### src/rtl/task_packetizer.sv
// Frames the parser's flat word stream into NoC packets: address, size and service
// header flits, then the message words. Message length comes from the first two words.
module task_packetizer #(
    parameter int                   FLIT_SIZE = 32,
    parameter logic [FLIT_SIZE-1:0] SVC_DESCR = 32'h0000_0040,
    parameter logic [FLIT_SIZE-1:0] SVC_TASK  = 32'h0000_0041
) (
    input  logic                 clk_i,
    input  logic                 rst_i,
    input  logic                 src_tx_i,
    input  logic [FLIT_SIZE-1:0] src_data_i,
    output logic                 src_credit_o,
    input  logic [15:0]          mapper_address_i,
    input  logic                 eoa_i,
    output logic                 noc_tx_o,
    output logic [FLIT_SIZE-1:0] noc_data_o,
    input  logic                 noc_credit_i,
    output logic                 busy_o,
    output logic                 eoa_o,
    output logic [15:0]          pkt_cnt_o
);

    typedef enum logic [3:0] {
        CAP0, CAP1, HDR_ADDR, HDR_SIZE, HDR_SVC, HOLD0, HOLD1, PASS, END
    } state_t;

    state_t               state, state_next;
    logic [FLIT_SIZE-1:0] hold0, hold1, remaining, size, size_calc, task_sum;
    logic [31:0]          tasks_left;
    logic                 is_task;
    logic                 src_xfer, noc_xfer;

    assign src_xfer = src_tx_i && src_credit_o;
    assign noc_xfer = noc_tx_o && noc_credit_i;
    assign busy_o   = (state != CAP0);

    // Size is computed while w1 is on the bus so it can be registered in CAP1.
    always_comb begin
        task_sum = hold0 + src_data_i;
        if (tasks_left != 32'd0)
            size_calc = FLIT_SIZE'(4) + (task_sum >> 2);
        else
            size_calc = FLIT_SIZE'(2) + (src_data_i << 1) + hold0;
    end

    always_ff @(posedge clk_i or posedge rst_i) begin
        if (rst_i)
            state <= CAP0;
        else
            state <= state_next;
    end

    always_comb begin
        state_next   = state;
        src_credit_o = 1'b0;
        noc_tx_o     = 1'b0;
        noc_data_o   = '0;
        case (state)
            CAP0: begin
                src_credit_o = 1'b1;
                if (src_tx_i) state_next = CAP1;
            end
            CAP1: begin
                src_credit_o = 1'b1;
                if (src_tx_i) state_next = HDR_ADDR;
            end
            HDR_ADDR: begin
                noc_tx_o   = 1'b1;
                noc_data_o = FLIT_SIZE'(mapper_address_i);
                if (noc_credit_i) state_next = HDR_SIZE;
            end
            HDR_SIZE: begin
                noc_tx_o   = 1'b1;
                noc_data_o = size;
                if (noc_credit_i) state_next = HDR_SVC;
            end
            HDR_SVC: begin
                noc_tx_o   = 1'b1;
                noc_data_o = is_task ? SVC_TASK : SVC_DESCR;
                if (noc_credit_i) state_next = HOLD0;
            end
            HOLD0: begin
                noc_tx_o   = 1'b1;
                noc_data_o = hold0;
                if (noc_credit_i) state_next = HOLD1;
            end
            HOLD1: begin
                noc_tx_o   = 1'b1;
                noc_data_o = hold1;
                if (noc_credit_i) state_next = (remaining != '0) ? PASS : END;
            end
            PASS: begin
                noc_tx_o     = src_tx_i;
                noc_data_o   = src_data_i;
                src_credit_o = noc_credit_i;
                if (src_tx_i && noc_credit_i && remaining == FLIT_SIZE'(1))
                    state_next = END;
            end
            END: state_next = CAP0;
            default: state_next = CAP0;
        endcase
    end

    always_ff @(posedge clk_i or posedge rst_i) begin
        if (rst_i) begin
            hold0      <= '0;
            hold1      <= '0;
            size       <= '0;
            remaining  <= '0;
            is_task    <= 1'b0;
            tasks_left <= 32'd0;
            pkt_cnt_o  <= 16'd0;
            eoa_o      <= 1'b0;
        end else begin
            if (state == CAP0 && src_xfer)
                hold0 <= src_data_i;
            if (state == CAP1 && src_xfer) begin
                hold1     <= src_data_i;
                size      <= size_calc;
                remaining <= size_calc - FLIT_SIZE'(2);
                is_task   <= (tasks_left != 32'd0);
            end
            if (state == PASS && noc_xfer)
                remaining <= remaining - FLIT_SIZE'(1);
            if (state == END) begin
                pkt_cnt_o  <= pkt_cnt_o + 16'd1;
                // A descriptor's w1 is its task count.
                tasks_left <= is_task ? tasks_left - 32'd1 : 32'(hold1);
            end
            if (state == CAP0 && tasks_left == 32'd0 && eoa_i && !src_tx_i)
                eoa_o <= 1'b1;
        end
    end

endmodule

### config.mk
export PLATFORM = sky130hd
export DESIGN_NAME = task_packetizer
export DESIGN_NICKNAME = d
export VERILOG_FILES = /design/src/rtl/task_packetizer.sv
export SDC_FILE = /design/constraint.sdc
export NUM_CORES = 1
export LEC_CHECK = 0
export CORE_UTILIZATION = 66
export DETAILED_ROUTE_END_ITERATION = 10
export HOLD_SLACK_MARGIN = 0.05
export PLACE_DENSITY = 0.95
export SLEW_MARGIN = 20
export SYNTH_ARGS = -nofsm -noshare
export SYNTH_HDL_FRONTEND = slang
export SYNTH_SLANG_ARGS = --single-unit
### constraint.sdc
create_clock -name clk_i -period 11.6 [get_ports clk_i]
set_clock_uncertainty 0.15 [all_clocks]
set_input_delay 1.16 -clock clk_i [delete_from_list [all_inputs] [get_ports clk_i]]
set_output_delay 1.16 -clock clk_i [all_outputs]
set_load 0.1 [all_outputs]
==> results by group <==
STA
  • Final count of hold timing violations: 0
  • Fin crit share: 55.3%
  • Max_slew headroom: 29.0%
  • Fin crit period: 6.42 ns
  • Final-report max-slew violation count: 0
  • Setup TNS: 0 ns
  • Max Fclk: 156 MHz
  • Final setup fails: 0
  • Least-Margin Pin Slew: 1.04 ns
  • RSZ-0062 raised after global routing: false

Min path
  • HP Class: reg2reg
  • Hold Startpoint: pkt_cnt_o[15]$_DFFE_PP0N_
  • Hold depth: 1
  • Hold path endpoint: pkt_cnt_o[15]$_DFFE_PP0N_

Finish
  • Number of fill cells in the layout: 1606
  • Final nets: 2059
  • Multi-input logic area: 9900 um2
  • Layout area overhead: 12.2%
  • Ant. Diodes: 0
  • Storage cell area: 4560 um2
  • Layout cells sized above 1: 7.54%

CTS
  • Clock Latency Late Sink: 0.45 ns
  • Post-CTS Resized: 0
  • CTS H-tree lvls: 4
  • Root Driver: clkbuf_16
  • Clock-pin slew on the worst setup and hold paths: 0.08 ns
  • # clock sinks: 182
  • TritonCTS clock tree: yes
  • Max clock buf depth: 2
  • Cts hold-fix bufs: 0
  • Post-CTS setup buffer count: 0
  • Number of buffers created by CTS: 17

Placed design
  • GP Congestion: 0.965
  • Post-DP HPWL: 36800 um
  • Port bufs: 104

Drt
  • Routed len/inst: 23.0 um
  • Total number of vias: 15700
  • Drt first pass iters: 11
  • Final wirelength: 50700 um
  • Vias/cell: 7.12
  • Starting DRC count in detailed routing: 2161
  • Post-route ant nets: 0
  • DRC viols: 4

Global route
  • GRT Total Usage: 43.7%
  • Vias in the first global route: 15000
  • Largest net degree at the start of global routing: 116
  • First-pass GRT wire length: 80300 um
  • Initial antenna violation count: 0
  • Remaining Overflow, GRT: 0

Synthesis
  • Most used flip-flop cell after synthesis: dfrtp_1
  • Post-Syn Area: 14900 um2
  • Synth Area per Inst: 8.02 um2
  • Syn nets: 2010
  • Async SR Flop Fraction: 100%
  • Register area share after synthesis: 30.5%
  • EDFF count, synth: 0
  • Cell count after synthesis: 1861
  • Seq cells post-synth: 182
  • Synth Warn #: 0
  • Distinct cells, synth: 95

Outcome
  • Outcome: complete, but fails checks
  • Failing checks: DRC

Setup path
  • Reg-to-reg critical path startpoint: tasks_left[0]$_DFFE_PP0N_
  • Critical path endpoint category: flip-flop
  • Worst Setup Start Kind: input port
  • R2r setup slk: 5.29 ns
  • Req. time, crit path: 11.78 ns
  • RR Endpoint: remaining[29]$_DFFE_PP0P_
  • CP Class: in2reg
  • Worst r2r path cells: 16
  • Crit-path max FO: 13
  • Critical Path AT: 6.60 ns

Die
  • DIE AREA: 23200 um2
  • Die Ht: 152 um
  • Die Span X: 152 um
  • I/O pin cnt: 105
  • Initial Utilization: 67.8%
  • Core footprint: 22000 um2
  • Site Rows: 54

Job
  • Max_cap viols: 0
stage by stage:
stage | hold slack [ns] | worst slack [ns] | std cells | utilization [%] | cell area [um2]
after floorplan | 0.290 | 5.35 | 1861 | - | 14900
final | 0.318 | 5.18 | 2203 | 76.1 | 16800
after CTS | 0.322 | 5.30 | 2203 | 76.0 | 16700
after detailed placement | 0.309 | 4.84 | 2171 | 73.3 | 16100
after global placement | 0.305 | 4.92 | 2171 | 73.3 | 16100
after global routing | 0.333 | 4.99 | 2203 | 76.1 | 16800
placed cells by master, fill, tap and decap left out, types with 23 or more instances in the layout:
| cell | instances |
|---|---|
| xor2_1 | 36 |
| nand4_1 | 33 |
| o21ai_0 | 100 |
| clkdlybuf4s50_1 | 104 |
| nor3_1 | 53 |
| nor2_1 | 136 |
| a22oi_1 | 64 |
| or3_1 | 27 |
| nand3_1 | 61 |
| ha_1 | 95 |
| mux2_2 | 37 |
| nand2_1 | 304 |
| inv_1 | 38 |
| xnor2_1 | 59 |
| o22ai_1 | 23 |
| dfrtp_1 | 181 |
| a21o_1 | 28 |
| a21oi_1 | 161 |
area by class of cell:
cell class	count	area share (%)
tap	280	2.09
clock inverter	14	1.04
inverter	39	0.919
sequential	182	27.2
multi-input combinational	1548	59.1
clock buffer	18	2.62
timing repair buffer	122	7.02
worst max-delay path, stage by stage:
cell             delay [ns]
clkdlybuf4s50_1        0.59
ha_1                   0.62
nand4_1                0.16
a21oi_2                0.32
nor2_1                 0.14
a221o_1                0.38
nor4_2                 0.57
nor4b_2                0.57
a21oi_1                0.13
o31ai_1                0.48
o211ai_1               0.19
or4_4                  0.55
or4b_4                 0.50
mux2i_1                0.17
nor2_1                 0.07
state kept, by name (all words and copies together), names as in the netlist:
register	count
eoa_o	1
hold0	32
hold1	32
is_task	1
pkt_cnt_o	16
remaining	32
size	32
state	4
tasks_left	32
Yosys cell counts, types with 27 or more instances:
| library cell | n | area (um2) |
|---|---|---|
| a22oi_1 | 64 | 480 |
| a21oi_1 | 161 | 806 |
| xor2_1 | 36 | 315 |
| nand3_1 | 62 | 310 |
| dfrtp_1 | 182 | 4550 |
| mux2_2 | 37 | 417 |
| inv_1 | 39 | 146 |
| nor3_1 | 55 | 275 |
| xnor2_1 | 59 | 517 |
| or3_1 | 27 | 169 |
| clkbuf_1 | 66 | 248 |
| o21ai_0 | 100 | 500 |
| nand4_1 | 33 | 206 |
| nand2_1 | 304 | 1140 |
| a21o_1 | 28 | 210 |
| nor2_1 | 138 | 518 |
| ha_1 | 95 | 1190 |
logic make-up (layout without fill, tap and decap cells):
| kind of cell | Yosys count | after routing | synth area share (%) |
|---|---|---|---|
| mux | 49 | 49 | 3.68 |
| simple gates | 769 | 769 | 25.4 |
| flops | 182 | 182 | 30.5 |
| compound gates | 539 | 539 | 23.3 |
| fa+ha+maj | 96 | 96 | 8.09 |
| xor+xnor | 95 | 95 | 5.57 |
| buf+inv | 131 | 193 | 3.49 |
worst max-delay path by stage:
stage | startpoint | to
after CTS | src_data_i[6] | remaining[29]$_DFFE_PP0P_
after global routing | src_data_i[6] | remaining[29]$_DFFE_PP0P_
after detailed placement | src_data_i[6] | remaining[29]$_DFFE_PP0P_
after global placement | src_data_i[6] | remaining[29]$_DFFE_PP0P_
after floorplan | rst_i | eoa_o$_DFFE_PP0P_
final | src_data_i[6] | remaining[29]$_DFFE_PP0P_
per-layer routing:
| metal | track usage (%) | routed length, um | part of all wire (%) |
|---|---|---|---|
| met2 | 68.1 | 22400 | 44 |
| met3 | 10.7 | 6360 | 13 |
| met1 | 58.3 | 19800 | 39 |
| met4 | 18.3 | 2100 | 4.2 |
| met5 | 0 | 0 | 0 |
Power is not shown: default switching activity piles up to over one toggle a cycle in this logic, so the estimate is an artifact.
